$ cat config.mk
export PLATFORM = sky130hd
export DESIGN_NAME = phys_reg_ready_table_flat
export DESIGN_NICKNAME = d
export VERILOG_FILES = /design/src/rtl/phys_reg_ready_table_pkg.sv /design/src/rtl/phys_reg_ready_table_if.sv /design/src/rtl/phys_reg_ready_table_wb_addr_match.sv /design/src/rtl/phys_reg_ready_table.sv /design/src/flat_wrapper.sv
export SDC_FILE = /design/constraint.sdc
export NUM_CORES = 1
export LEC_CHECK = 0
export CELL_PAD_IN_SITES_DETAIL_PLACEMENT = 0
export CELL_PAD_IN_SITES_GLOBAL_PLACEMENT = 1
export CORE_ASPECT_RATIO = 1.4
export CORE_MARGIN = 4
export CORE_UTILIZATION = 40
export DETAILED_ROUTE_END_ITERATION = 8
export HOLD_SLACK_MARGIN = 0.1
export PLACE_DENSITY = 0.78
export SLEW_MARGIN = 20
export SYNTH_ARGS = -nofsm -noshare
export SYNTH_HDL_FRONTEND = slang
export SYNTH_SLANG_ARGS = --single-unit
$ cat constraint.sdc
create_clock -name clk -period 1.6 [get_ports clk]
set_input_delay 0.16 -clock clk [delete_from_list [all_inputs] [get_ports clk]]
set_output_delay 0.16 -clock clk [all_outputs]
set_load 0.01 [all_outputs]
$ cat src/rtl/phys_reg_ready_table_pkg.sv
// ----------------------------------------------------------------------------
// phys_reg_ready_table_pkg
// Shared types and constants for the physical register ready table:
//   PHYS_REGS   - number of physical registers tracked
//   PHYS_ADDR_W - width of a physical register address
//   phys_addr_t - physical register address type
//   phys_onehot - decodes a physical address into a one-hot table vector
// ----------------------------------------------------------------------------
package phys_reg_ready_table_pkg;

    localparam int PHYS_REGS   = 64;
    localparam int PHYS_ADDR_W = 6;

    typedef logic [PHYS_ADDR_W-1:0] phys_addr_t;

    // One-hot decode of a physical address, used to build per-bit set/clear vectors.
    function automatic logic [PHYS_REGS-1:0] phys_onehot(input phys_addr_t addr);
        logic [PHYS_REGS-1:0] vec;
        vec       = {PHYS_REGS{1'b0}};
        vec[addr] = 1'b1;
        return vec;
    endfunction

endpackage

$ cat src/rtl/phys_reg_ready_table_if.sv
// ----------------------------------------------------------------------------
// phys_reg_ready_table_if
// Bundles the rename/decode, recovery, writeback and issue signals of the
// ready table.
//   master : pipeline side, drives decode/rollback/revert/writeback, reads issue
//   slave  : ready table side
// ----------------------------------------------------------------------------
interface phys_reg_ready_table_if
    import phys_reg_ready_table_pkg::*;
#(
    parameter int READ_PORTS   = 2,
    parameter int NUM_WB_PORTS = 2
) ();

    logic                               fetch_flush;
    logic                               decode_advance;
    logic                               decode_uses_rd;
    phys_addr_t                         decode_phys_rd_addr;
    phys_addr_t [READ_PORTS-1:0]        decode_phys_rs_addr;
    logic                               rollback;
    phys_addr_t                         rollback_phys_addr;
    logic                               revert;
    phys_addr_t                         revert_phys_addr;
    logic       [NUM_WB_PORTS-1:0]      wb_valid;
    phys_addr_t [NUM_WB_PORTS-1:0]      wb_phys_addr;
    phys_addr_t [READ_PORTS-1:0]        issue_phys_rs_addr;
    logic       [READ_PORTS-1:0]        issue_rs_ready;

    modport master (
        output fetch_flush, decode_advance, decode_uses_rd, decode_phys_rd_addr,
               decode_phys_rs_addr, rollback, rollback_phys_addr, revert,
               revert_phys_addr, wb_valid, wb_phys_addr,
        input  issue_phys_rs_addr, issue_rs_ready
    );

    modport slave (
        input  fetch_flush, decode_advance, decode_uses_rd, decode_phys_rd_addr,
               decode_phys_rs_addr, rollback, rollback_phys_addr, revert,
               revert_phys_addr, wb_valid, wb_phys_addr,
        output issue_phys_rs_addr, issue_rs_ready
    );

endinterface

$ cat src/rtl/phys_reg_ready_table_wb_addr_match.sv
// ----------------------------------------------------------------------------
// phys_reg_ready_table_wb_addr_match
// Compares one lookup address against every writeback port.
//   wb_valid     in  NUM_WB_PORTS     writeback strobes
//   wb_phys_addr in  NUM_WB_PORTS*6   writeback addresses
//   lookup_addr  in  6                address being looked up
//   hit          out NUM_WB_PORTS     per-port match (valid & address equal)
// ----------------------------------------------------------------------------
module phys_reg_ready_table_wb_addr_match
    import phys_reg_ready_table_pkg::*;
#(
    parameter int NUM_WB_PORTS = 2
) (
    input  logic       [NUM_WB_PORTS-1:0] wb_valid,
    input  phys_addr_t [NUM_WB_PORTS-1:0] wb_phys_addr,
    input  phys_addr_t                    lookup_addr,
    output logic       [NUM_WB_PORTS-1:0] hit
);

    // Per-port comparator.
    always_comb begin
        for (int p = 0; p < NUM_WB_PORTS; p++) begin
            hit[p] = wb_valid[p] & (wb_phys_addr[p] == lookup_addr);
        end
    end

endmodule

$ cat src/rtl/phys_reg_ready_table.sv
// ----------------------------------------------------------------------------
// phys_reg_ready_table
// Tracks, for each physical register, whether its value has been written
// back. Rename clears the bit of a newly allocated rd; writeback, rollback and
// revert set bits. Source operands are looked up at decode (with same-cycle
// writeback forwarding), registered into issue on decode_advance, and kept
// current from writeback while the instruction waits in issue.
//   clk  in  clock
//   rst  in  synchronous active-high reset (all registers ready)
//   bus  slave modport of phys_reg_ready_table_if (decode, recovery,
//        writeback inputs; issue_phys_rs_addr / issue_rs_ready outputs)
// ----------------------------------------------------------------------------
module phys_reg_ready_table
    import phys_reg_ready_table_pkg::*;
#(
    parameter int READ_PORTS   = 2,
    parameter int NUM_WB_PORTS = 2,
    parameter int RENAME_ZERO  = 0
) (
    input  logic                  clk,
    input  logic                  rst,
    phys_reg_ready_table_if.slave bus
);

    logic [PHYS_REGS-1:0]       ready_r;
    logic [PHYS_REGS-1:0]       ready_view_s;
    logic [PHYS_REGS-1:0]       set_vec_s;
    logic [PHYS_REGS-1:0]       clr_vec_s;
    logic                       mark_s;

    logic [NUM_WB_PORTS-1:0]    dec_hit_s [READ_PORTS];
    logic [NUM_WB_PORTS-1:0]    iss_hit_s [READ_PORTS];
    logic [READ_PORTS-1:0]      fwd_ready_s;
    logic [READ_PORTS-1:0]      hold_set_s;

    phys_addr_t [READ_PORTS-1:0] issue_phys_rs_addr_r;
    logic       [READ_PORTS-1:0] issue_rs_ready_r;

    // Rename clears the new rd unless the cycle is flushed; reg 0 only when it is tracked.
    always_comb begin
        mark_s = bus.decode_advance & ~bus.fetch_flush & bus.decode_uses_rd &
                 ((RENAME_ZERO != 0) || (bus.decode_phys_rd_addr != 6'd0));
    end

    // Per-bit set/clear vectors; set sources are writeback, rollback and revert.
    always_comb begin
        set_vec_s = {PHYS_REGS{1'b0}};
        for (int p = 0; p < NUM_WB_PORTS; p++) begin
            if (bus.wb_valid[p]) begin
                set_vec_s = set_vec_s | phys_onehot(bus.wb_phys_addr[p]);
            end else begin
                set_vec_s = set_vec_s;
            end
        end
        if (bus.rollback) begin
            set_vec_s = set_vec_s | phys_onehot(bus.rollback_phys_addr);
        end else begin
            set_vec_s = set_vec_s;
        end
        if (bus.revert) begin
            set_vec_s = set_vec_s | phys_onehot(bus.revert_phys_addr);
        end else begin
            set_vec_s = set_vec_s;
        end
        if (mark_s) begin
            clr_vec_s = phys_onehot(bus.decode_phys_rd_addr);
        end else begin
            clr_vec_s = {PHYS_REGS{1'b0}};
        end
    end

    // Ready table update; clear is applied after set so a rename mark wins.
    always_ff @(posedge clk) begin
        if (rst) begin
            ready_r <= {PHYS_REGS{1'b1}};
        end else begin
            ready_r <= (ready_r | set_vec_s) & ~clr_vec_s;
        end
    end

    // Reg 0 reads ready when it is not renamed.
    always_comb begin
        ready_view_s = ready_r;
        if (RENAME_ZERO == 0) begin
            ready_view_s[0] = 1'b1;
        end else begin
            ready_view_s[0] = ready_r[0];
        end
    end

    // Writeback comparators: one set for the decode lookup, one for the held issue operands.
    for (genvar i = 0; i < READ_PORTS; i++) begin : g_read_port
        phys_reg_ready_table_wb_addr_match #(
            .NUM_WB_PORTS (NUM_WB_PORTS)
        ) u_dec_match (
            .wb_valid     (bus.wb_valid),
            .wb_phys_addr (bus.wb_phys_addr),
            .lookup_addr  (bus.decode_phys_rs_addr[i]),
            .hit          (dec_hit_s[i])
        );

        phys_reg_ready_table_wb_addr_match #(
            .NUM_WB_PORTS (NUM_WB_PORTS)
        ) u_iss_match (
            .wb_valid     (bus.wb_valid),
            .wb_phys_addr (bus.wb_phys_addr),
            .lookup_addr  (issue_phys_rs_addr_r[i]),
            .hit          (iss_hit_s[i])
        );
    end

    // Decode lookup sees the table before this cycle's mark, plus forwarded writebacks.
    always_comb begin
        for (int i = 0; i < READ_PORTS; i++) begin
            fwd_ready_s[i] = ready_view_s[bus.decode_phys_rs_addr[i]] | (|dec_hit_s[i]);
            hold_set_s[i]  = |iss_hit_s[i];
        end
    end

    // Issue register: load on advance, otherwise accumulate writebacks (never drops).
    always_ff @(posedge clk) begin
        if (rst) begin
            issue_phys_rs_addr_r <= {(READ_PORTS*PHYS_ADDR_W){1'b0}};
            issue_rs_ready_r     <= {READ_PORTS{1'b1}};
        end else if (bus.decode_advance) begin
            issue_phys_rs_addr_r <= bus.decode_phys_rs_addr;
            issue_rs_ready_r     <= fwd_ready_s;
        end else begin
            issue_phys_rs_addr_r <= issue_phys_rs_addr_r;
            issue_rs_ready_r     <= issue_rs_ready_r | hold_set_s;
        end
    end

    assign bus.issue_phys_rs_addr = issue_phys_rs_addr_r;
    assign bus.issue_rs_ready     = issue_rs_ready_r;

endmodule
$ cat src/flat_wrapper.sv
// flat-port wrapper written by rule: the top's interface ports become plain ports
module phys_reg_ready_table_flat import phys_reg_ready_table_pkg::*;
#(
    parameter int READ_PORTS   = 2,
    parameter int NUM_WB_PORTS = 2,
    parameter int RENAME_ZERO  = 0
)
  (clk, rst, bus_fetch_flush, bus_decode_advance, bus_decode_uses_rd, bus_decode_phys_rd_addr, bus_decode_phys_rs_addr, bus_rollback, bus_rollback_phys_addr, bus_revert, bus_revert_phys_addr, bus_wb_valid, bus_wb_phys_addr, bus_issue_phys_rs_addr, bus_issue_rs_ready);
  phys_reg_ready_table_if #(.READ_PORTS(READ_PORTS), .NUM_WB_PORTS(NUM_WB_PORTS)) bus_i ();
  input  logic clk;
  input  logic rst;
  input wire logic [$bits(bus_i.fetch_flush)-1:0] bus_fetch_flush;
  input wire logic [$bits(bus_i.decode_advance)-1:0] bus_decode_advance;
  input wire logic [$bits(bus_i.decode_uses_rd)-1:0] bus_decode_uses_rd;
  input wire logic [$bits(bus_i.decode_phys_rd_addr)-1:0] bus_decode_phys_rd_addr;
  input wire logic [$bits(bus_i.decode_phys_rs_addr)-1:0] bus_decode_phys_rs_addr;
  input wire logic [$bits(bus_i.rollback)-1:0] bus_rollback;
  input wire logic [$bits(bus_i.rollback_phys_addr)-1:0] bus_rollback_phys_addr;
  input wire logic [$bits(bus_i.revert)-1:0] bus_revert;
  input wire logic [$bits(bus_i.revert_phys_addr)-1:0] bus_revert_phys_addr;
  input wire logic [$bits(bus_i.wb_valid)-1:0] bus_wb_valid;
  input wire logic [$bits(bus_i.wb_phys_addr)-1:0] bus_wb_phys_addr;
  output wire logic [$bits(bus_i.issue_phys_rs_addr)-1:0] bus_issue_phys_rs_addr;
  output wire logic [$bits(bus_i.issue_rs_ready)-1:0] bus_issue_rs_ready;
  assign bus_i.fetch_flush = bus_fetch_flush;
  assign bus_i.decode_advance = bus_decode_advance;
  assign bus_i.decode_uses_rd = bus_decode_uses_rd;
  assign bus_i.decode_phys_rd_addr = bus_decode_phys_rd_addr;
  assign bus_i.decode_phys_rs_addr = bus_decode_phys_rs_addr;
  assign bus_i.rollback = bus_rollback;
  assign bus_i.rollback_phys_addr = bus_rollback_phys_addr;
  assign bus_i.revert = bus_revert;
  assign bus_i.revert_phys_addr = bus_revert_phys_addr;
  assign bus_i.wb_valid = bus_wb_valid;
  assign bus_i.wb_phys_addr = bus_wb_phys_addr;
  assign bus_issue_phys_rs_addr = bus_i.issue_phys_rs_addr;
  assign bus_issue_rs_ready = bus_i.issue_rs_ready;
  phys_reg_ready_table #(.READ_PORTS(READ_PORTS), .NUM_WB_PORTS(NUM_WB_PORTS), .RENAME_ZERO(RENAME_ZERO)) u_core (.clk(clk), .rst(rst), .bus(bus_i));
endmodule
After elaboration in Yosys (flattened, before gate mapping)
Index checks and enable logic that the tools add are counted.
{ "word_totals": {"elab_cells": 75, "output_inout_bits": 14, "register_bits": 78, "inputBits": 51} }
{ "classes": {"n_mux": 20, "bitwise": 21, "order_cmp": 12, "reduce_logical": 10, "eq_ne": 8} }
{ "op_table": {"columns": ["cell", "count"], "rows": [
  ["$mux W64", 5],
  ["$or A64 B64 Y64", 4],
  ["$and A64 B64 Y64", 1],
  ["$not A64 Y64", 1],
  ["$lt A6 B7 Y1 const B", 7],
  ["$eq A6 B6 Y1", 8],
  ["$demux W1 S6", 5],
  ["$ge A6 B1 Y1 const B", 5],
  ["$bmux W1 S6", 2],
  ["$and A1 B1 Y1", 11],
  ["$reduce_or A2 Y1", 4],
  ["$mux W1", 7],
  ["$reduce_bool A6 Y1", 1],
  ["$logic_and A1 B1 Y1", 5],
  ["$mux W2", 1],
  ["$or A1 B1 Y1", 2],
  ["$or A2 B2 Y2", 1],
  ["$not A1 Y1", 1]
]} }

Depth between registers and ports, before layout
Gate-level depths: netlist of run 1.
{ "depth": {"word_depth": 13, "ltp_mapped": 8, "ltp_nobuf": 6} }

Modules after synthesis
Synthesis of run 1 repeated with hierarchy kept, for this count alone.
{ "unflattened": {"cells_unflattened": 754, "hier_area_um2": 6468.7} }
{ "by_module_without_submodules": {"columns": ["mod", "seq_area_each_um2", "cells_each", "instances", "area_each_um2"], "rows": [
  ["phys_reg_ready_table", 1541.5, 690, 1, 5898.2],
  ["phys_reg_ready_table_wb_addr_match", 0.0, 16, 4, 142.6]
]} }

Least setup slack after synthesis of run 1
Ideal clock, no wire load.
{ "synth_timing": {"path_type": "input-to-reg", "startpoint": "input bus_decode_phys_rs_addr[0]", "endpoint": "register u_core.issue_rs_ready_r[0] (netlist: u_core.bus.issue_rs_ready[0])", "path_stages": 6, "arrival_ns": 1.485, "path_slack_ns": -0.016, "t_required_ns": 1.469, "setup_ns": 0.131, "n_path_buf": 2, "path_cell_list": "buf_6 buf_8 mux4_1 a311oi_2 a41o_1 a22oi_2"} }
{ "synth_between": {"elab_chain_len": 5, "elab_cells_between_ends": 9, "cone_classes": "2 x eq/ne; 3 x mux; 3 x bitwise; 1 x reduce/logical"} }
{ "synth_rtl": {"columns": ["item", "line", "text"], "rows": [
  ["start: declaration", "flat_wrapper.sv:16", "input wire logic [$bits(bus_i.decode_phys_rs_addr)-1:0] bus_decode_phys_rs_addr;"],
  ["parallel branches: the longest is 3 deep, another holds $bmux W1 S6", null, null],
  ["$or A1 B1 Y1 (*)", "phys_reg_ready_table.sv:115", "fwd_ready_s[i] = ready_view_s[bus.decode_phys_rs_addr[i]] | (|dec_hit_s[i]);"],
  ["$mux W2 (*)", "phys_reg_ready_table.sv:125", "end else if (bus.decode_advance) begin"],
  ["end signal: assignment", "phys_reg_ready_table.sv:124", "issue_rs_ready_r <= {READ_PORTS{1'b1}};"],
  ["end signal: assignment", "phys_reg_ready_table.sv:127", "issue_rs_ready_r <= fwd_ready_s;"],
  ["end signal: assignment", "phys_reg_ready_table.sv:130", "issue_rs_ready_r <= issue_rs_ready_r | hold_set_s;"],
  ["end: declaration", "phys_reg_ready_table.sv:37", "logic [READ_PORTS-1:0] issue_rs_ready_r;"]
]} }
Every way passes the cells marked *. The select of a mux whose other input is x is not followed.
A chain may end at the register's enable or synchronous reset.

Final worst setup path of run 1
{ "layout_timing": {"startpoint": "register u_core.ready_r[42]", "endpoint": "register u_core.issue_rs_ready_r[0] (netlist: u_core.bus.issue_rs_ready[0])"} }
{ "layout_between": {"elab_chain_len": 4} }
{ "layout_rtl": {"columns": ["item", "line", "text"], "rows": [
  ["start: declaration", "phys_reg_ready_table.sv:25", "logic [PHYS_REGS-1:0] ready_r;"],
  ["start signal: assignment", "phys_reg_ready_table.sv:75", "ready_r <= {PHYS_REGS{1'b1}};"],
  ["start signal: assignment", "phys_reg_ready_table.sv:77", "ready_r <= (ready_r | set_vec_s) & ~clr_vec_s;"],
  ["$bmux W1 S6", "phys_reg_ready_table.sv:115", null],
  ["$mux W1 (not written as such)", "phys_reg_ready_table.sv:115", null],
  ["$or A1 B1 Y1", "phys_reg_ready_table.sv:115", null],
  ["$mux W2", "phys_reg_ready_table.sv:125", null]
]} }
No other way between the ends. The select of a mux whose other input is x is not followed.

==> impl_summary.md, run 1 <==
Status
The run finished, with violations left. The checks that failed: setup timing.

Timing
Setup repair after global routing could not meet its margin everywhere. The slew at the pin closest to its max-slew limit is about 650 ps. In the finished design, the share of the clock period the worst path needs comes to 1.13. After layout, the worst setup slack is -214 ps.

The number of failing setup endpoints in the final timing report is 3. On the final layout, the worst hold slack is about 210 ps. Measured against its own limit, the worst slew margin works out to 0.564.

The count of final hold-check violations is 0. The worst setup skew after layout is roughly 7.1 ps. The minimum clock period after layout is between 1500 and 2000 ps. The number of pins with negative max-slew slack in the final report is 0.

Derived from the worst setup path, the maximum achievable clock frequency is ~550 MHz.

Cells and area
Of the cells placed in the final design, the portion with a size suffix greater than 1 is 0.365. From synthesis to final layout, the design area changed by 53.1%. The post-route core utilization is 0.631.

The final net count is approximately 1100. The fill cell total of the finished layout is ~1400. The diode insertion count for antenna repair is 0. For this run, the number of standard cells in the final layout without fillers is roughly 1300.

Worst hold path
The tightest min-delay check is of the in2reg type. The startpoint identified for the worst hold timing path is rst. The instance count along the most critical hold path is 2. The worst hold path terminates at u_core.bus.issue_phys_rs_addr[11]$_SDFFE_PP0P_.

Die
In this run the horizontal extent of the chip is 116 um. The number of placement rows is 54. The initial utilization of the core area, before any placement, comes to 0.412. In this run the standard cell core region covers around 0.016 mm2.

The full die area is 0.0183 mm2. From bottom edge to top edge, the die measures between 150 and 200 um. The boundary pin count is 65.

Place
The HPWL after detailed placement is around 25000 um. During placement, the flow inserted port buffers numbering between 60 and 70. The worst setup timing slack at the placement stage is -902 ps. Counting tap cells, the placed design contains a total of roughly 1300 instances. The routability congestion estimate from global placement is 1.04.

Setup path
STA puts the critical path data required time at 1820 ps. The sort of element at the end of the critical path is a flip-flop. The setup check on the worst reg-to-reg path leaves a slack of -210 ps. The sort of element at the start of the critical path is a flip-flop.

The maximum fanout along the worst path is 2. The critical path class is reg2reg. The endpoint arrival time on the critical path is between 2000 and 2500 ps. The end of the worst register-to-register path is u_core.bus.issue_rs_ready[0]$_SDFF_PP1_. The startpoint of the worst-slack reg-to-reg timing path is u_core.ready_r[42]$_SDFF_PP1_. The length in cells of the worst reg-to-reg path is 6.

Synthesis
After synthesis, the most frequently instantiated cells are sky130_fd_sc_hd__nand2_1, sky130_fd_sc_hd__dfxtp_1, sky130_fd_sc_hd__a22oi_1. In this run, synthesis inferred 0 flip-flops with an integrated enable. The most common cell in the netlist is sky130_fd_sc_hd__nand2_1. After synthesis, the cell types taking the most area are sky130_fd_sc_hd__dfxtp_1, sky130_fd_sc_hd__a22oi_1, sky130_fd_sc_hd__mux4_2, sky130_fd_sc_hd__o22ai_1, sky130_fd_sc_hd__nand2b_1. The top cell type's share of synthesized area is 0.238.

The total number of yosys warnings is 0. The mean cell area of the mapped netlist is approximately 8.0 um2. Counting every net in the synthesized netlist gives 857. The number of standard cells after synthesis is around 810. The area of the mapped netlist is about 0.0065 mm2.

The primary flip-flop cell chosen by synthesis mapping is sky130_fd_sc_hd__dfxtp_1. The dominant cell type by area after synthesis is sky130_fd_sc_hd__dfxtp_1. The netlist uses around 60 different library cells.

For this run, asynchronously set or reset flops after synthesis account for 0. In this run, synthesis produced a sequential element count of between 70 and 80. The proportion of synthesized chip area in sequential cells is 0.238.

Power
The share of total power dissipated in combinational logic is 0.277. Power spread over the standard cell area amounts to 558 mW/mm2. The internal power summed over all cells is about 3.8 mW. The share of total power dissipated in the clock network is 0.367. The switching part of the total power is 0.321.

Summed over all cells, the static leakage comes to 3.99 nW. The proportion of power drawn by flip-flops and latches is 0.356. The net switching power figure is 1.78 mW.

The worst vdd rail ir drop is a little over 1 mV. Power comes to 5.54 mW.

Clock network
The root buffer selected by CTS is sky130_fd_sc_hd__clkbuf_16. The maximum buffer depth of the clock tree is 2. TritonCTS built the clock tree.

The later pin in the worst-skew pair is clocked with a latency of about 340 ps. Clock-pin slew was measured on the worst setup and hold paths at 70 ps. The H-tree was split into 3 levels.

The count of clock tree sinks is between 70 and 80. Clock tree synthesis inserted a total of 9 buffers. Hold repair after CTS inserted 0 buffers.

Routing
The number of antenna-violating nets in the routed design is 0. The first-iteration detailed-routing DRC count is ~840. After detailed routing, the average wire length per cell comes to 24.9 um. The via-per-instance ratio is approximately 6.4. The first detailed-routing pass took 6 iterations.

The post-route DRC violation count is 0. The detailed router placed just over 8000 vias in this run. Wires add up to 32000 um.

GRT
The number of antenna violations at the first check in global routing came to 0. The wire length of the first global-routing pass is between 40000 and 50000 um. After global routing the overflow that remains totals 0. The pin count of the biggest net entering global routing is 60.

The number of global-route vias before repair came to roughly 8200. Across every metal layer, demand over resource in global routing totals 0.351.

Run
The number of max-cap violations is 0.
-- repair_timing --
action	CTS	global route
setup buffers	9	5
pin swaps	11	12
hold endpoints to repair	0	0
gates resized for setup	59	56
gates cloned	2	0
setup endpoints to repair	53	43
-- critical path: stages, from the launching register on --
cell	delay, ps
sky130_fd_sc_hd__dfxtp_2	330
sky130_fd_sc_hd__mux4_2	500
sky130_fd_sc_hd__o211ai_1	230
sky130_fd_sc_hd__nand2_1	120
sky130_fd_sc_hd__nor4_4	270
sky130_fd_sc_hd__a41o_1	160
sky130_fd_sc_hd__a22oi_2	80
-- flip-flops by register name, summed over array words and instances (netlist names) --
| name | flops |
|---|---|
| u_core.bus.issue_rs_ready | 2 |
| u_core.bus.issue_phys_rs_addr | 12 |
| u_core.ready_r | 63 |
-- cell type report --
cell class              instances  area, um2  area share
repair buffers                332       2840       0.285
well taps                     196        245      0.0247
inverters                       9       33.8     0.00340
multi-input cells             654       4980       0.502
clock buffers                   9        225      0.0227
flip-flops and latches         77       1550       0.156
clock inverters                 7       63.8     0.00643
-- worst max path at each step --
stage,startpoint,end
4_1_cts,u_core.ready_r[42]$_SDFF_PP1_,u_core.bus.issue_rs_ready[0]$_SDFF_PP1_
2_1_floorplan,bus_decode_phys_rs_addr[6],u_core.bus.issue_rs_ready[1]$_SDFF_PP1_
6_report,u_core.ready_r[42]$_SDFF_PP1_,u_core.bus.issue_rs_ready[0]$_SDFF_PP1_
3_5_place_dp,bus_decode_phys_rs_addr[1],u_core.bus.issue_rs_ready[0]$_SDFF_PP1_
5_1_grt,u_core.ready_r[42]$_SDFF_PP1_,u_core.bus.issue_rs_ready[0]$_SDFF_PP1_
3_3_place_gp,bus_decode_phys_rs_addr[1],u_core.bus.issue_rs_ready[0]$_SDFF_PP1_
-- per-layer routing --
layer  GRT usage  up-vias  part of all wire
li1            -     3624                 -
met2       0.602      587              0.48
met3      0.0757      172             0.090
met4       0.199        0             0.068
met5           0        -                 0
met1       0.403     3848              0.36
-- through the flow --
step | instance area [um2] | TNS [ps]
floorplan | 6480 | 0
global route | 9930 | -430
detailed placement | 9060 | -31920
global placement | 9050 | -31150
CTS | 9660 | -236
finish | 9930 | -349
-- cell usage in the layout (no fill, tap or decap), types with 20 or more instances in the layout --
cell type                         Yosys  routed
sky130_fd_sc_hd__buf_4                4     251
sky130_fd_sc_hd__dfxtp_1             77      73
sky130_fd_sc_hd__nand2_1             78      72
sky130_fd_sc_hd__a22oi_1             75      69
sky130_fd_sc_hd__o22ai_1             69      61
sky130_fd_sc_hd__nor2_1              63      58
sky130_fd_sc_hd__nand2b_1            58      56
sky130_fd_sc_hd__clkdlybuf4s50_1      0      42
sky130_fd_sc_hd__xor2_1              24      24
sky130_fd_sc_hd__xnor2_1             24      24
sky130_fd_sc_hd__mux4_2              20      21
sky130_fd_sc_hd__nand3_1             24      20
sky130_fd_sc_hd__mux2i_1             20      20
-- cells by family after synthesis --
family | count (synthesis) | synth area share
and+or+nand+nor | 332 | 0.265
xor gates and xnor gates | 48 | 0.0648
buffers and inverters | 75 | 0.0531
DFF | 77 | 0.238
muxes | 51 | 0.133
AOI/OAI and AO/OA | 223 | 0.246
-- power by group through the flow --
stage	logic, mW	clock network (mW)	registers [mW]
after floorplan	0.635	0	2.02
after global placement	1.35	0	2.02
after detailed placement	1.38	0	2.02
after CTS	1.45	2.03	1.97
after global routing	1.61	2.14	1.98
final	1.53	2.03	1.97
Power figures use the tool's default switching activity.
==> run 2, diff against run 1 <==
--- a/config.mk
+++ b/config.mk
@@ -8,11 +8,11 @@
 export CELL_PAD_IN_SITES_DETAIL_PLACEMENT = 0
 export CELL_PAD_IN_SITES_GLOBAL_PLACEMENT = 1
 export CORE_ASPECT_RATIO = 1.4
-export CORE_MARGIN = 4
-export CORE_UTILIZATION = 40
+export CORE_MARGIN = 8
+export CORE_UTILIZATION = 47
 export DETAILED_ROUTE_END_ITERATION = 8
 export HOLD_SLACK_MARGIN = 0.1
-export PLACE_DENSITY = 0.78
+export PLACE_DENSITY = 0.86
 export SLEW_MARGIN = 20
 export SYNTH_ARGS = -nofsm -noshare
 export SYNTH_HDL_FRONTEND = slang
==> constraint.sdc (replaced) <==
create_clock -name clk -period 2.35 [get_ports clk]
set_input_delay 0.235 -clock clk [delete_from_list [all_inputs] [get_ports clk]]
set_output_delay 0.235 -clock clk [all_outputs]
set_load 0.01 [all_outputs]
==> impl_summary.md, run 2 (same netlist as run 1, synthesis figures left out) <==
Status
Result of the run: finished clean (was finished, violations left).

Cells and area
The most common cell after layout, fill and taps aside is sky130_fd_sc_hd__buf_4 (unchanged). The fill cell total of the finished layout is 1238 (was 1426). The multi-input gate area in the final layout was 0.00462 mm2 (was 0.00498 mm2). The total area of sequential cells is 0.00154 mm2 (was 0.00155 mm2). Top library cells by usage in the layout, fill and taps aside: sky130_fd_sc_hd__buf_4, sky130_fd_sc_hd__nand2_1, sky130_fd_sc_hd__dfxtp_1 (was sky130_fd_sc_hd__buf_4, sky130_fd_sc_hd__dfxtp_1, sky130_fd_sc_hd__nand2_1). The fraction of layout instances using a drive strength above 1 was 0.160 (was 0.365). The layout-stage area growth over the synthesis result is 23.9% (was 53.1%). The final standard cell count with taps included and fillers excluded is 1092 (was 1284). The diode insertion count for antenna repair is 0 (unchanged).

The flip-flop count of the largest register after layout is 63 (unchanged). The register bank with the most flops is u_core.ready_r (unchanged). The final net count is 953 (was 1134). The area of all placed cells without fillers is 0.00803 mm2 (was 0.00993 mm2).

Clock network
The count of clock tree sinks is 77 (unchanged). The number of buffers created by CTS is 9 (unchanged). The root buffer selected by CTS is sky130_fd_sc_hd__clkbuf_16 (unchanged). The maximum buffer depth of the clock tree is 2 (unchanged). The clock latency at the later pin of the worst-skew pair is 340 ps (about the same). The cts-stage hold buffer count is 0 (unchanged).

The number of H-tree branching levels is 3 (unchanged). The clock tree from TritonCTS is built (unchanged). The clock transition at the registers of the reported paths came to 60 ps (was 70 ps). The number of buffers added for setup after CTS is 0 (was 9).

Run
The number of max-cap violations came to 0 (unchanged).

Routing
The via-per-instance ratio is 6.74 (was 6.41). The total number of vias is 7359 (was 8231). The number of antenna-violating nets in the routed design is 0 (unchanged).

The post-route DRC violation count is 0 (unchanged). The detailed-router iteration count before antenna repair is 5 (was 6). The first-iteration detailed-routing DRC count was 784 (was 843). The average routed wire per standard cell is 25.9 um (was 24.9 um). The total length of routed wires is 28300 um (was 32000 um).

Place
The routability congestion estimate from global placement was 1.02 (was 1.04). The number of buffer cells added on primary ports is 64 (unchanged). The area of placed instances is 0.00773 mm2 (was 0.00906 mm2). The estimated wirelength of the detail-placed design was 22500 um (was 25100 um). The cell total after placement is 1076 (was 1253).

Timing
The count of final hold-check violations is 0 (unchanged). The minimum clock period after layout is between 2000 and 2500 ps. The worst setup skew after layout came to 3.93 ps (was 7.10 ps).

The number of pins with negative max-slew slack in the final report came to 0 (unchanged). The worst slew margin relative to its limit is 0.247 (was 0.564). The slew at the pin closest to its max-slew limit is 1120 ps (was 651 ps). The maximum achievable frequency is 465 MHz. The part of the cycle the worst path needs is 0.915. The worst slack on hold paths is 308 ps (was 213 ps). The number of failing setup endpoints in the final timing report came to 0 (was 3). Setup repair after global routing missed its margin: false (was true).

Worst hold path
The class of the tightest hold or removal check is in2reg (unchanged).

GRT
The number of global-route vias before repair was 7260 (was 8240). The number of antenna violations at the first check in global routing is 0 (unchanged). The total global routing track utilization was 0.317 (was 0.351). The pin count of the biggest net entering global routing is 59 (was 60). The wire length of the first global-routing pass is 42900 um (was 48500 um). The total overflow reported by the global router is 0 (unchanged).

Setup path
The endpoint arrival time on the critical path is 2370 ps (was 2040 ps). CP Cell Sequence: clkdlybuf4s50_1 -> mux4_2 -> mux2i_1 -> nor3_1 -> nor4_2 -> buf_4 -> a41o_1 -> a22oi_2 (was mux4_2 -> o211ai_1 -> nand2_1 -> nor4_4 -> a41o_1 -> a22oi_2). The critical path class is in2reg (was reg2reg). The slowest library cell on the worst path is sky130_fd_sc_hd__clkdlybuf4s50_1 (was sky130_fd_sc_hd__mux4_2). The delay of the slowest cell on the worst path is 580 ps (was 500 ps). The maximum fanout along the worst path came to 4 (was 2). The sort of element at the start of the critical path is an input pin (was flip-flop). The required time of the worst setup path is 2570 ps (was 1820 ps). The critical path's top delay family is buffers and inverters (was multiplexers). The worst path buffer plus inverter count is 2 (was 0). The sort of element at the end of the critical path is a flip-flop (unchanged).

Die
The number of placement rows is 51 (was 54). The vertical extent of the die is 155 um (was 159 um). The area of the core is 0.0137 mm2 (was 0.0157 mm2). The horizontal die dimension was 115 um (was 116 um).

The boundary pin count is 65 (unchanged). The initial cell density of the core is 0.473 (was 0.412). The full die area came to 0.0179 mm2 (was 0.0183 mm2).

Power
The total leakage power is 2.93 nW (was 3.99 nW). The worst vdd rail ir drop is 0.352 mV (was 1.01 mV). The power density over the cells was 437 mW/mm2 (was 558 mW/mm2).
## run 2: per-layer routing
| layer | track usage | vias up | share of wire |
|---|---|---|---|
| li1 | - | 3260 | - |
| met1 | 0.372 | 3482 | 0.37 |
| met2 | 0.523 | 484 | 0.47 |
| met3 | 0.0528 | 133 | 0.089 |
| met4 | 0.202 | 0 | 0.066 |
| met5 | 0 | - | 0 |
## run 2: final cells by class
| type | instances | area share |
|---|---|---|
| clock buffer | 10 | 0.0297 |
| clock inverter | 6 | 0.00576 |
| inverter | 9 | 0.00420 |
| multi-input combinational | 654 | 0.575 |
| sequential | 77 | 0.192 |
| tap | 185 | 0.0288 |
| timing repair buffer | 151 | 0.165 |
## run 2: repair_timing
action / in CTS / in global routing
resized for setup: 0 / 1
endpoints found under the hold margin: 0 / 0
setup endpoints to repair: 0 / 1
## run 2: final timing paths
path,depth (start not counted),from,slack [ps],to
setup / recovery,8,bus_decode_phys_rs_addr[1],200,u_core.bus.issue_rs_ready[0]$_SDFF_PP1_
hold / removal,2,rst,310,u_core.bus.issue_phys_rs_addr[8]$_SDFFE_PP0P_
setup reg to reg,7,u_core.ready_r[58]$_SDFF_PP1_,340,u_core.bus.issue_rs_ready[0]$_SDFF_PP1_
hold reg to reg,2,u_core.ready_r[26]$_SDFF_PP1_,520,u_core.ready_r[26]$_SDFF_PP1_
## run 2: through the flow
stage | TNS, ps | util | worst slack [ps] | total power [mW]
final | 0 | 0.586 | 199 | 3.51
after global routing | 0 | 0.586 | 96.2 | 3.61
after CTS | 0 | 0.584 | 65.0 | 3.49
after detailed placement | -408 | 0.564 | -278 | 2.17
after global placement | -362 | 0.564 | -239 | 2.17
after floorplan | 0 | - | 659 | 1.81
## run 2: power by group
part           total, mW  internal [mW]  switching, mW
combinational      0.824          0.359          0.465
sequential          1.34           1.32         0.0227
clock               1.34          0.752          0.591
==> run 3, diff against run 2 <==
--- a/config.mk
+++ b/config.mk
@@ -11,6 +11,7 @@
 export CORE_MARGIN = 8
 export CORE_UTILIZATION = 47
 export DETAILED_ROUTE_END_ITERATION = 8
+export GPL_ROUTABILITY_DRIVEN = 0
 export HOLD_SLACK_MARGIN = 0.1
 export PLACE_DENSITY = 0.86
 export SLEW_MARGIN = 20
==> impl_summary.md, run 3 (same netlist as run 1, synthesis figures left out) <==
Setup path
The sort of element at the end of the critical path is a flip-flop (unchanged). CP Cell Sequence: clkdlybuf4s50_1 -> nand2b_1 -> nor3_1 -> a22oi_1 -> o221ai_1 -> o22ai_1 -> nand2b_1 (was clkdlybuf4s50_1 -> mux4_2 -> mux2i_1 -> nor3_1 -> nor4_2 -> buf_4 -> a41o_1 -> a22oi_2). The sort of element at the start of the critical path is an input pin (unchanged). The critical path's top delay family is simple AND/OR/NAND/NOR gates (was buffers and inverters). The delay of the slowest cell on the worst path is 760 ps (was 580 ps). The slowest library cell on the worst path is sky130_fd_sc_hd__nor3_1 (was sky130_fd_sc_hd__clkdlybuf4s50_1).

The worst path buffer plus inverter count was 1 (was 2). The maximum fanout along the worst path came to 8 (was 4). The required time of the worst setup path came to 2630 ps (was 2570 ps). The critical path class was in2reg (unchanged). Counting stages on the worst path, the most repeated cell is sky130_fd_sc_hd__nand2b_1. The endpoint arrival time on the critical path is 2390 ps (was 2370 ps).

Clock network
The clock latency at the later pin of the worst-skew pair is 340 ps (about the same). The clock tree from TritonCTS is built (unchanged). The number of buffers created by CTS is 9 (unchanged). The count of clock tree sinks came to 77 (unchanged). The cts-stage hold buffer count is 0 (unchanged). The number of resized instances in the post-cts repair step is 0 (unchanged). The number of H-tree branching levels is 3 (unchanged). The clock transition at the registers of the reported paths came to 60 ps (about the same). The root buffer selected by CTS was sky130_fd_sc_hd__clkbuf_16 (unchanged).

The number of buffers added for setup after CTS is 0 (unchanged). The maximum buffer depth of the clock tree was 2 (unchanged).

Die
The vertical extent of the die is 155 um (unchanged). The boundary pin count came to 65 (unchanged). The initial cell density of the core is 0.473 (unchanged). The number of placement rows came to 51 (unchanged). The full die area is 0.0179 mm2 (unchanged). The area of the core is 0.0137 mm2 (unchanged). The horizontal die dimension was 115 um (unchanged).

Timing
The setup TNS came to 0 ps (unchanged). The worst slew margin relative to its limit came to 0.297 (was 0.247). The number of pins with negative max-slew slack in the final report is 0 (unchanged). The count of final hold-check violations was 0 (unchanged). The part of the cycle the worst path needs came to 0.896 (was 0.915). The worst slack on hold paths came to 262 ps (was 308 ps). The slew at the pin closest to its max-slew limit was 1050 ps (was 1120 ps). The maximum achievable frequency is 475 MHz (was 465 MHz). The number of failing setup endpoints in the final timing report is 0 (unchanged). The worst setup skew after layout is 5.21 ps (was 3.93 ps). Setup repair after global routing missed its margin: false (unchanged). The minimum clock period after layout is 2110 ps (was 2150 ps).

Cells and area
The fraction of layout instances using a drive strength above 1 is 0.137 (was 0.160). The flip-flop count of the largest register after layout is 63 (unchanged). The layout-stage area growth over the synthesis result was 21.5% (was 23.9%).

The final net count is 930 (was 953). The fill cell total of the finished layout was 1224 (was 1238). Top library cells by usage in the layout, fill and taps aside: sky130_fd_sc_hd__nand2_1, sky130_fd_sc_hd__dfxtp_1, sky130_fd_sc_hd__a22oi_1 (was sky130_fd_sc_hd__buf_4, sky130_fd_sc_hd__nand2_1, sky130_fd_sc_hd__dfxtp_1). The diode insertion count for antenna repair is 0 (unchanged). The register bank with the most flops is u_core.ready_r (unchanged).

The most common cell after layout, fill and taps aside was sky130_fd_sc_hd__nand2_1 (was sky130_fd_sc_hd__buf_4).

Routing
The number of antenna-violating nets in the routed design is 0 (unchanged). The first-iteration detailed-routing DRC count is 1184 (was 784). The detailed-router iteration count before antenna repair came to 6 (was 5).

The total length of routed wires is 27100 um (was 28300 um). The post-route DRC violation count was 0 (unchanged). The total number of vias is 7405 (was 7359). The average routed wire per standard cell was 25.4 um (was 25.9 um). The via-per-instance ratio is 6.93 (was 6.74).

Worst hold path
The class of the tightest hold or removal check is in2reg (unchanged).

GRT
The total overflow reported by the global router is 0 (unchanged). The wire length of the first global-routing pass is 41500 um (was 42900 um). The number of antenna violations at the first check in global routing is 0 (unchanged). The pin count of the biggest net entering global routing is 64 (was 59).

The number of global-route vias before repair is 7286 (was 7260). The total global routing track utilization was 0.301 (was 0.317).

Status
Result of the run: finished clean (unchanged).

Power
The total leakage power is 2.82 nW (was 2.93 nW). The worst vdd rail ir drop came to 0.372 mV (was 0.352 mV). The power density over the cells is 444 mW/mm2 (was 437 mW/mm2).

Run
The number of max-cap violations is 0 (unchanged).

Place
The estimated wirelength of the detail-placed design is 21300 um (was 22500 um). The number of buffer cells added on primary ports is 64 (unchanged).
run 3: cell count changes in the layout (fill, tap and decap cells not counted):
cell / delta
sky130_fd_sc_hd__inv_8: +1
sky130_fd_sc_hd__nor3b_2: -1
sky130_fd_sc_hd__nor4_1: +1
sky130_fd_sc_hd__buf_12: +1
sky130_fd_sc_hd__buf_4: -24
sky130_fd_sc_hd__nor3b_1: +1
sky130_fd_sc_hd__clkbuf_8: -1
sky130_fd_sc_hd__nor4_2: -1
sky130_fd_sc_hd__clkinv_2: -1
sky130_fd_sc_hd__clkinv_8: +1
sky130_fd_sc_hd__nor3_2: +1
sky130_fd_sc_hd__nor3_1: -1
run 3: report_power, final:
group,total [mW],internal [mW],switching (mW)
sequential,1.35,1.32,0.0245
combinational,0.792,0.340,0.451
clock,1.36,0.741,0.618
run 3: worst paths after layout:
kind | from | end | slack [ps] | cells after the start
min | rst | u_core.bus.issue_phys_rs_addr[7]$_SDFFE_PP0P_ | 260 | 2
max | bus_rollback_phys_addr[2] | u_core.ready_r[56]$_SDFF_PP1_ | 240 | 7
max reg2reg | u_core.ready_r[56]$_SDFF_PP1_ | u_core.bus.issue_rs_ready[0]$_SDFF_PP1_ | 450 | 6
min reg2reg | u_core.ready_r[24]$_SDFF_PP1_ | u_core.ready_r[24]$_SDFF_PP1_ | 520 | 2
run 3: area by class of cell:
| cell class | count | area, um2 | share of cell area |
|---|---|---|---|
| multi-input cells | 654 | 4610 | 0.585 |
| clock buffers | 9 | 225 | 0.0286 |
| well taps | 185 | 231 | 0.0294 |
| inverters | 9 | 33.8 | 0.00429 |
| repair buffers | 128 | 1170 | 0.148 |
| clock inverters | 7 | 68.8 | 0.00874 |
| flip-flops and latches | 77 | 1540 | 0.196 |
run 3: through the flow:
| step | setup WS, ps | instances | power (mW) | area [um2] | util |
|---|---|---|---|---|---|
| 2_1_floorplan | 659 | 806 | 1.81 | 6480 | - |
| 3_3_place_gp | -76.0 | 1053 | 2.12 | 7570 | 0.552 |
| 3_5_place_dp | -82.5 | 1053 | 2.14 | 7580 | 0.552 |
| 4_1_cts | 262 | 1069 | 3.48 | 7870 | 0.574 |
| 5_1_grt | 161 | 1069 | 3.60 | 7880 | 0.574 |
| 6_report | 243 | 1069 | 3.50 | 7880 | 0.574 |
run 3: routing by layer:
metal / GRT usage / share of wire / vias up
met5: 0 / 0 / -
met4: 0.210 / 0.076 / 0
met3: 0.0601 / 0.10 / 167
met2: 0.505 / 0.47 / 577
met1: 0.332 / 0.35 / 3445
li1: - / - / 3216
